==> config.mk <==
export PLATFORM = sky130hd
export DESIGN_NAME = inst_issue_queue_way1_flat
export DESIGN_NICKNAME = d
export VERILOG_FILES = /design/src/rtl/core_pkg.sv /design/src/rtl/inst_issue_queue_way1_if.sv /design/src/rtl/inst_queue_ram.sv /design/src/rtl/inst_issue_queue_way1.sv /design/src/flat_wrapper.sv
export SDC_FILE = /design/constraint.sdc
export NUM_CORES = 1
export LEC_CHECK = 0
export ABC_CLOCK_PERIOD_IN_PS = 9800
export CAP_MARGIN = 20
export CELL_PAD_IN_SITES_DETAIL_PLACEMENT = 0
export CELL_PAD_IN_SITES_GLOBAL_PLACEMENT = 1
export CORE_MARGIN = 2
export CORE_UTILIZATION = 48
export CTS_CLUSTER_DIAMETER = 100
export DETAILED_ROUTE_END_ITERATION = 10
export HOLD_SLACK_MARGIN = 0.08
export PLACE_DENSITY_LB_ADDON = 0.1
export SLEW_MARGIN = 0
export SYNTH_ARGS = -nofsm -noshare
export SYNTH_HDL_FRONTEND = slang
export SYNTH_HIERARCHICAL = 1
export SYNTH_SLANG_ARGS = --single-unit
==> constraint.sdc <==
create_clock -name clk -period 9.8 [get_ports clk]
set_input_delay 2.94 -clock clk [delete_from_list [all_inputs] [get_ports clk]]
set_output_delay 2.94 -clock clk [all_outputs]
set_load 0.02 [all_outputs]
==> src/rtl/core_pkg.sv <==
// Shared definitions for the way1 issue queue: default widths, the NOP word
// and the layout of a buffered instruction packet.
package core_pkg;

    localparam int INST_W = 32;
    localparam int ADDR_W = 32;
    localparam int PID_W  = 2;

    localparam logic [31:0] NOP_INST = 32'h0000_0013;

    // Packet layout in the queue storage, MSB first: {inst, addr, pid}.
    typedef struct packed {
        logic [INST_W-1:0] inst;
        logic [ADDR_W-1:0] addr;
        logic [PID_W-1:0]  pid;
    } inst_pkt_t;

endpackage

==> src/rtl/inst_issue_queue_way1_if.sv <==
// Fetch-side and decoder-side handshake bundle of the way1 issue queue.
// The queue takes the slave view; whatever drives fetch/decode takes the master view.
interface inst_issue_queue_way1_if #(
    parameter int DEPTH  = 4,
    parameter int INST_W = core_pkg::INST_W,
    parameter int ADDR_W = core_pkg::ADDR_W,
    parameter int PID_W  = core_pkg::PID_W
);
    import core_pkg::*;

    logic                      flush_i;
    logic                      fetch_valid_i;
    logic [INST_W-1:0]         fetch_inst_i;
    logic [ADDR_W-1:0]         fetch_instAddr_i;
    logic                      fetch_ready_o;
    logic                      valid_o;
    logic [INST_W-1:0]         inst_o;
    logic [ADDR_W-1:0]         instAddr_o;
    logic [PID_W-1:0]          way1_pID_o;
    logic                      ready_i;
    logic [$clog2(DEPTH):0]    count_o;

    modport slave (
        input  flush_i, fetch_valid_i, fetch_inst_i, fetch_instAddr_i, ready_i,
        output fetch_ready_o, valid_o, inst_o, instAddr_o, way1_pID_o, count_o
    );

    modport master (
        output flush_i, fetch_valid_i, fetch_inst_i, fetch_instAddr_i, ready_i,
        input  fetch_ready_o, valid_o, inst_o, instAddr_o, way1_pID_o, count_o
    );

endinterface

==> src/rtl/inst_queue_ram.sv <==
// Packet storage for the issue queue: one synchronous write port and an
// asynchronous read port. The array is deliberately left without reset.
module inst_queue_ram #(
    parameter int DEPTH = 4,
    parameter int WIDTH = 66
) (
    input  logic                     clk,
    input  logic                     we_i,
    input  logic [$clog2(DEPTH)-1:0] waddr_i,
    input  logic [WIDTH-1:0]         wdata_i,
    input  logic [$clog2(DEPTH)-1:0] raddr_i,
    output logic [WIDTH-1:0]         rdata_o
);
    import core_pkg::*;

    logic [WIDTH-1:0] mem_q [DEPTH];

    always_ff @(posedge clk) begin
        if (we_i) begin
            mem_q[waddr_i] <= wdata_i;
        end
    end

    assign rdata_o = mem_q[raddr_i];

endmodule

==> src/rtl/inst_issue_queue_way1.sv <==
// Way1 instruction issue queue: buffers fetch packets, tags each with a
// rotating pipeline ID and hands the oldest one to the decoder.
module inst_issue_queue_way1 #(
    parameter int DEPTH  = 4,
    parameter int INST_W = core_pkg::INST_W,
    parameter int ADDR_W = core_pkg::ADDR_W,
    parameter int PID_W  = core_pkg::PID_W
) (
    input  logic                   clk,
    input  logic                   rst,
    inst_issue_queue_way1_if.slave q_if
);
    import core_pkg::*;

    localparam int PTR_W = $clog2(DEPTH);
    localparam int CNT_W = PTR_W + 1;
    localparam int PKT_W = INST_W + ADDR_W + PID_W;

    logic [PTR_W-1:0] wr_ptr_q, wr_ptr_d;
    logic [PTR_W-1:0] rd_ptr_q, rd_ptr_d;
    logic [CNT_W-1:0] count_q, count_d;
    logic [PID_W-1:0] pid_cnt_q, pid_cnt_d;
    logic             not_full;
    logic             not_empty;
    logic             fetch_ready;
    logic             enq;
    logic             deq;
    logic [PKT_W-1:0] rd_pkt;

    // Ready ignores ready_i on purpose, so a full queue never takes a packet
    // even when the head leaves in the same cycle.
    always_comb begin
        not_full    = (count_q != CNT_W'(DEPTH));
        not_empty   = (count_q != '0);
        fetch_ready = not_full && !q_if.flush_i && !rst;
        enq         = q_if.fetch_valid_i && fetch_ready;
        deq         = not_empty && q_if.ready_i;

        wr_ptr_d  = wr_ptr_q;
        rd_ptr_d  = rd_ptr_q;
        count_d   = count_q;
        pid_cnt_d = pid_cnt_q;

        // pid_cnt survives a flush so post-flush packets keep a fresh pID.
        if (q_if.flush_i) begin
            wr_ptr_d = '0;
            rd_ptr_d = '0;
            count_d  = '0;
        end else begin
            if (enq) begin
                wr_ptr_d  = wr_ptr_q + PTR_W'(1);
                pid_cnt_d = pid_cnt_q + PID_W'(1);
            end
            if (deq) begin
                rd_ptr_d = rd_ptr_q + PTR_W'(1);
            end
            count_d = count_q + CNT_W'(enq) - CNT_W'(deq);
        end
    end

    always_ff @(posedge clk) begin
        if (rst) begin
            wr_ptr_q  <= '0;
            rd_ptr_q  <= '0;
            count_q   <= '0;
            pid_cnt_q <= '0;
        end else begin
            wr_ptr_q  <= wr_ptr_d;
            rd_ptr_q  <= rd_ptr_d;
            count_q   <= count_d;
            pid_cnt_q <= pid_cnt_d;
        end
    end

    inst_queue_ram #(
        .DEPTH (DEPTH),
        .WIDTH (PKT_W)
    ) u_ram (
        .clk     (clk),
        .we_i    (enq),
        .waddr_i (wr_ptr_q),
        .wdata_i ({q_if.fetch_inst_i, q_if.fetch_instAddr_i, pid_cnt_q}),
        .raddr_i (rd_ptr_q),
        .rdata_o (rd_pkt)
    );

    assign q_if.fetch_ready_o = fetch_ready;
    assign q_if.valid_o       = not_empty;
    assign q_if.count_o       = count_q;
    assign q_if.inst_o        = not_empty ? rd_pkt[PKT_W-1 -: INST_W] : INST_W'(NOP_INST);
    assign q_if.instAddr_o    = not_empty ? rd_pkt[ADDR_W+PID_W-1 -: ADDR_W] : '0;
    assign q_if.way1_pID_o    = not_empty ? rd_pkt[PID_W-1:0] : '0;

endmodule

==> src/flat_wrapper.sv <==
// flat-port wrapper written by rule: the top's interface ports become plain ports
module inst_issue_queue_way1_flat import core_pkg::*;
#(
    parameter int DEPTH  = 4,
    parameter int INST_W = core_pkg::INST_W,
    parameter int ADDR_W = core_pkg::ADDR_W,
    parameter int PID_W  = core_pkg::PID_W
)
  (clk, rst, q_if_flush_i, q_if_fetch_valid_i, q_if_fetch_inst_i, q_if_fetch_instAddr_i, q_if_ready_i, q_if_fetch_ready_o, q_if_valid_o, q_if_inst_o, q_if_instAddr_o, q_if_way1_pID_o, q_if_count_o);
  inst_issue_queue_way1_if #(.DEPTH(DEPTH), .INST_W(INST_W), .ADDR_W(ADDR_W), .PID_W(PID_W)) q_if_i ();
  input  logic clk;
  input  logic rst;
  input wire logic [$bits(q_if_i.flush_i)-1:0] q_if_flush_i;
  input wire logic [$bits(q_if_i.fetch_valid_i)-1:0] q_if_fetch_valid_i;
  input wire logic [$bits(q_if_i.fetch_inst_i)-1:0] q_if_fetch_inst_i;
  input wire logic [$bits(q_if_i.fetch_instAddr_i)-1:0] q_if_fetch_instAddr_i;
  input wire logic [$bits(q_if_i.ready_i)-1:0] q_if_ready_i;
  output wire logic [$bits(q_if_i.fetch_ready_o)-1:0] q_if_fetch_ready_o;
  output wire logic [$bits(q_if_i.valid_o)-1:0] q_if_valid_o;
  output wire logic [$bits(q_if_i.inst_o)-1:0] q_if_inst_o;
  output wire logic [$bits(q_if_i.instAddr_o)-1:0] q_if_instAddr_o;
  output wire logic [$bits(q_if_i.way1_pID_o)-1:0] q_if_way1_pID_o;
  output wire logic [$bits(q_if_i.count_o)-1:0] q_if_count_o;
  assign q_if_i.flush_i = q_if_flush_i;
  assign q_if_i.fetch_valid_i = q_if_fetch_valid_i;
  assign q_if_i.fetch_inst_i = q_if_fetch_inst_i;
  assign q_if_i.fetch_instAddr_i = q_if_fetch_instAddr_i;
  assign q_if_i.ready_i = q_if_ready_i;
  assign q_if_fetch_ready_o = q_if_i.fetch_ready_o;
  assign q_if_valid_o = q_if_i.valid_o;
  assign q_if_inst_o = q_if_i.inst_o;
  assign q_if_instAddr_o = q_if_i.instAddr_o;
  assign q_if_way1_pID_o = q_if_i.way1_pID_o;
  assign q_if_count_o = q_if_i.count_o;
  inst_issue_queue_way1 #(.DEPTH(DEPTH), .INST_W(INST_W), .ADDR_W(ADDR_W), .PID_W(PID_W)) u_core (.clk(clk), .rst(rst), .q_if(q_if_i));
endmodule
==> flow_metrics.tcl, run 1 <==
set metrics [dict create \
    worstHoldPathType "flip-flop to flip-flop" \
    power_frac_comb_pct 5.8 \
    track_usage_pct 17.1 \
    dieArea_um2 23000 \
    synth.most_common_cell "edfxtp_1" \
    synth_top_area_share_pct 75.7 \
    avgSynthCellArea_um2 22.2 \
    cp-start-kind "input port" \
    yosys-top-cells-count "edfxtp_1 (264), mux4_2 (66), and2_1 (65), buf_6 (9), dfxtp_1 (9)" \
    numClockSinks 273 \
    area_growth_pct 25.3 \
    status "completed" \
    finalWirelength_um 19400 \
    end_kind "primary output" \
    grt_pass1_vias 5315 \
    maxCapViolations 0 \
    synthFlopType "edfxtp_1" \
    grt_pass1_wl_um 29100 \
    syn-cell-area_um2 10500 \
    worstHoldPathCells 0 \
    synth_edf_count 264 \
    period_share_pct 76.2 \
    setup_ws_ps 2330 \
    synth.distinct_cells 28 \
    place.port_buffers 139 \
    dp_hpwl_um 10400 \
    hold_viol_final 0 \
    num_io_pins 140 \
    post_cts_buffers 0 \
    drc 0 \
    synth_fp_nets 544 \
    design_area_um2 13100 \
    core_area_um2 21600 \
    cts_resized 0 \
    ys_ff_latch 273 \
    die_x_um 152 \
    slew_violations 0 \
    fin_crit_ps 7470 \
    worstMarginPinSlew_ps 1100 \
    irDropWorstVdd_uv 150 \
    fmax_mhz 134 \
    power_switching_uw 484 \
    initialDrtViolationCount 256 \
    grt_max_degree 68 \
    relSlewSlack_pct 26.4 \
    fin_setup_tns_ps 0 \
    antenna_found_initial 0 \
    num_vias 4941 \
    cts_buffers 28 \
    clock_latency_ps 520 \
    hold_ws_ps 544 \
    final_nets 697 \
    diodes 0 \
    syn-instance-count 472 \
    critPathArrivalTime_ps 4530 \
    viasPerCell 5.33 \
    gr-total-overflow 0 \
    dp.cells 874 \
    async_reset_ff_share_pct 0 \
    ff2ff_path_depth 5 \
    leakage_nw 4.14 \
    p_int_mw 2.08 \
    clockPowerShare_pct 43.5 \
    route.antenna.remaining_nets 0 \
    h-tree-depth 1 \
    tritoncts "done" \
    p_sw_share_pct 18.8 \
    rsz0062_at_grt "no" \
    fill_cells 1567 \
    wire_per_inst_um 20.9 \
    dr.pass1.iters 5 \
    ys_warn_count 6 \
    fin_cells 927 \
    criticalPathCategory "input port to primary output" \
    drive_above_1_share_pct 18.7 \
    synth_area_leaders "edfxtp_1 (76%), mux4_2 (14%), and2_1 (3.9%)" \
    cp_max_fo 7 \
    gp_congestion 0.685 \
    clockRootBuffer "clkbuf_16" \
    cts_hold_buf 0 \
    synth_top_area_cell "edfxtp_1" \
    die_y_um 152 \
    synth-seq-area-share_pct 77.4 \
    path_clk_slew_ps 60 \
    p_seq_share_pct 50.6 \
    clockBufferDepth 3 \
    placed_area_um2 12100 \
    required_ps 6860 \
    place_ws_ps 2350 \
    fin_skew_ps 8.45 \
    setup_viol 0 \
    p_per_area_nw_per_um2 195 \
    num_rows 54 \
    start_util_pct 48.5 \
]
==> worst max-delay path: stages <==
cell             delay, ps
clkdlybuf4s50_1        470
or2_2                  370
nor2_1                 130
clkdlybuf4s50_1        610
==> cells in the final DEF, fill, tap and decap left out, types with 2 or more instances in the layout <==
cell	Yosys	routed
clkinv_1	0	5
dfxtp_1	9	7
clkbuf_8	0	2
bufinv_16	0	6
buf_4	2	5
clkinv_2	0	2
clkbuf_1	6	8
xnor2_1	2	2
dfxtp_4	0	2
clkbuf_16	0	29
ha_1	2	2
nor3b_2	1	2
nand2b_1	4	4
inv_1	6	6
and2_1	65	65
or3_1	4	4
or3_4	2	2
mux4_2	66	66
a21oi_1	4	4
o21ai_0	4	4
xor2_1	2	2
clkdlybuf4s50_1	0	139
nor2_1	5	5
edfxtp_1	264	264
and3b_4	0	2
==> metal layers <==
| layer | up-vias | global-route usage (%) | share of wire [%] |
|---|---|---|---|
| met5 | - | 0 | 0 |
| li1 | 2222 | - | - |
| met1 | 2545 | 22.6 | 42 |
| met4 | 0 | 4.07 | 1.4 |
| met3 | 24 | 3.65 | 6.6 |
| met2 | 150 | 29.2 | 50 |
==> cells by family (layout without fill, tap and decap cells) <==
family	after synthesis	count (layout)	synth area share, %
fa+ha+maj	3	3	0.430
buf+inv	28	203	1.78
flops	273	273	77.4
compound gates	10	10	0.537
mux	66	66	14.2
simple gates	88	88	5.34
xor+xnor	4	4	0.334
==> flip-flops by register name, summed over array words and instances, names as in the netlist <==
| signal | flops |
|---|---|
| u_core/wr_ptr_q | 2 |
| u_core/rd_ptr_q | 2 |
| u_core/q_if.count_o | 3 |
| u_core/pid_cnt_q | 2 |
| u_core/u_ram/mem_q | 264 |
==> worst paths after layout <==
kind	from	endpoint	slack, ps
setup / recovery	rst	q_if_fetch_ready_o	2330
hold / removal	u_core/pid_cnt_q[1]	u_core/u_ram/mem_q[3][1]	540
setup reg to reg	u_core/q_if.count_o[1]	u_core/u_ram/mem_q[1][12]	7150
hold reg to reg	u_core/pid_cnt_q[1]	u_core/u_ram/mem_q[3][1]	540
==> power by group through the flow <==
stage | combinational (mW) | sequential [mW] | clock [mW]
after floorplan | 0.0709 | 1.32 | 0
after global placement | 0.149 | 1.32 | 0
after detailed placement | 0.151 | 1.32 | 0
after CTS | 0.152 | 1.30 | 1.15
after global routing | 0.161 | 1.30 | 1.19
final | 0.149 | 1.30 | 1.12
==> cell type report <==
| type | count | area, um2 | share of cell area (%) |
|---|---|---|---|
| clock buffers | 39 | 783 | 5.97 |
| clock inverters | 13 | 209 | 1.59 |
| inverters | 6 | 22.5 | 0.172 |
| multi-input cells | 171 | 2200 | 16.8 |
| flip-flops and latches | 273 | 8120 | 61.8 |
| well taps | 280 | 350 | 2.67 |
| repair buffers | 145 | 1450 | 11.0 |
==> through the flow <==
step	utilization [%]	total power [mW]
after global placement	56.0	1.47
after global routing	60.7	2.65
after floorplan	-	1.40
after detailed placement	56.0	1.48
after CTS	60.6	2.60
final	60.7	2.57
Note: power is estimated with default switching activity, not from simulation.
==> run 2, diff against run 1 <==
- ABC_CLOCK_PERIOD_IN_PS: 9800 -> 7000
- clock period: 9.8 -> 7 ns (I/O delays scaled with it)
==> run 2 against run 1 <==
Clock power rose by 19%. Non-clock buffer count increased by 2. Setup slack lost 1100 ps. Utilization is 0.65 points lower. Sequential cell count did not move. Count of clock-buffer cells in the layout down 4.
==> flow_metrics.tcl, run 2 (synthesis results as in run 1) <==
set metrics [dict create \
    period_share_pct 82.1 \
    max_stage_delay_ps 610 \
    final_nets 698 \
    dp.cells 876 \
    wire_per_inst_um 20.7 \
    cts_buffers 27 \
    status "completed" \
    grt_pass1_wl_um 29200 \
    placed_area_um2 12100 \
    start_util_pct 48.5 \
    end_kind "primary output" \
    clockPowerShare_pct 39.5 \
    leakage_nw 4.08 \
    finalCoreUtilization_pct 60.1 \
    num_rows 54 \
    critPathArrivalTime_ps 3650 \
    p_per_area_nw_per_um2 258 \
    hold_viol_final 0 \
    gp_congestion 0.725 \
    path_clk_slew_ps 60 \
    setup_viol 0 \
    h-tree-depth 1 \
    reg2reg_from "u_core/q_if.count_o[1]" \
    relSlewSlack_pct 27.7 \
    fill_cells 1593 \
    power_mw 3.36 \
    fmax_mhz 174 \
    cts_hold_buf 0 \
    fin_cells 927 \
    setup_ws_ps 1250 \
    core_area_um2 21600 \
    dp_hpwl_um 10600 \
    hold_ws_ps 544 \
    worstHoldPathCells 0 \
    worstReg2RegEnd "u_core/u_ram/mem_q[2][59]" \
    fin_setup_tns_ps 0 \
    area_growth_pct 24.0 \
    finalWirelength_um 19200 \
    rsz0062_at_grt "no" \
    min-delay-start "u_core/pid_cnt_q[1]" \
    power_switching_uw 670 \
    ff2ff_path_depth 5 \
    route.antenna.remaining_nets 0 \
    dr.pass1.iters 6 \
    slew_violations 0 \
    initialDrtViolationCount 227 \
    irDropWorstVdd_uv 198 \
    clockBufferDepth 3 \
    antenna_found_initial 1 \
    dieArea_um2 23000 \
    post_cts_buffers 0 \
    worstHoldPathType "flip-flop to flip-flop" \
    p_int_mw 2.69 \
    cp_max_fo 7 \
    required_ps 4900 \
    place_ws_ps 1260 \
    fin_skew_ps 15.6 \
    path_buf_inv 2 \
    num_io_pins 140 \
    tritoncts "done" \
    r2r_slack_ps 4250 \
    largest_register_ffs 264 \
    grt_max_degree 68 \
    track_usage_pct 16.9 \
    num_vias 4940 \
    worstMarginPinSlew_ps 1080 \
    critPathMostFrequentCell "clkdlybuf4s50_1" \
    criticalPathCategory "input port to primary output" \
    gr-total-overflow 0 \
    clockRootBuffer "clkbuf_16" \
    drc 0 \
    viasPerCell 5.33 \
    drive_above_1_share_pct 19.0 \
    place.port_buffers 139 \
    crit_path_cell_trace "clkdlybuf4s50_1, or2_2, nor2_1, clkdlybuf4s50_1" \
    p_sw_share_pct 20.0 \
    regMostFlops "u_core/u_ram/mem_q" \
    die_x_um 152 \
    die_y_um 152 \
    numClockSinks 273 \
    clock_latency_ps 520 \
    p_seq_share_pct 54.3 \
    critPathTopFamily "buffers and inverters" \
    cts_resized 0 \
    design_area_um2 13000 \
    layout_common_cells "edfxtp_1 (264), clkdlybuf4s50_1 (139), mux4_2 (66)" \
    power_frac_comb_pct 6.2 \
    cp-start-kind "input port" \
    critPathSlowestCell "clkdlybuf4s50_1" \
    grt_pass1_vias 5292 \
    fin_crit_ps 5750 \
    layout_commonest_cell "edfxtp_1" \
    hold_end "u_core/u_ram/mem_q[3][1]" \
    maxCapViolations 0 \
]
-- run 2: cell type report --
| type | count | area [um2] | share of cell area (%) |
|---|---|---|---|
| inverters | 6 | 22.5 | 0.173 |
| clock buffers | 35 | 726 | 5.59 |
| flip-flops and latches | 273 | 8120 | 62.5 |
| well taps | 280 | 350 | 2.70 |
| multi-input cells | 171 | 2210 | 17.0 |
| clock inverters | 14 | 93.8 | 0.723 |
| diodes | 1 | 2.50 | 0.0193 |
| repair buffers | 147 | 1470 | 11.3 |
-- run 2: power groups by stage --
stage	Combinational [mW]	Sequential (mW)	Clock, mW
6_report	0.209	1.82	1.33
5_1_grt	0.226	1.82	1.43
4_1_cts	0.213	1.82	1.36
3_5_place_dp	0.212	1.86	0
3_3_place_gp	0.209	1.85	0
2_1_floorplan	0.0994	1.85	0
-- run 2: how the worst max path moves through the flow --
| stage | from | end | depth (start not counted) |
|---|---|---|---|
| final | q_if_flush_i | q_if_fetch_ready_o | 4 |
| after CTS | q_if_flush_i | q_if_fetch_ready_o | 4 |
| after detailed placement | q_if_flush_i | q_if_fetch_ready_o | 4 |
| after global placement | q_if_flush_i | q_if_fetch_ready_o | 4 |
| after floorplan | q_if_flush_i | u_core/u_ram/mem_q[0][0] | 5 |
| after global routing | rst | q_if_fetch_ready_o | 4 |
-- run 2: worst reg2reg max path: stages, from the launching register on --
cell and delay [ps]:
dfxtp_1 490, nor3b_2 160, or3_4 360, inv_1 120, and3b_4 830, buf_4 450
-- run 2: per-layer routing --
| metal | part of all wire [%] | GRT usage (%) |
|---|---|---|
| met5 | 0 | 0 |
| met4 | 1.4 | 3.70 |
| met3 | 6.5 | 3.62 |
| met2 | 49 | 28.3 |
| met1 | 43 | 23.3 |
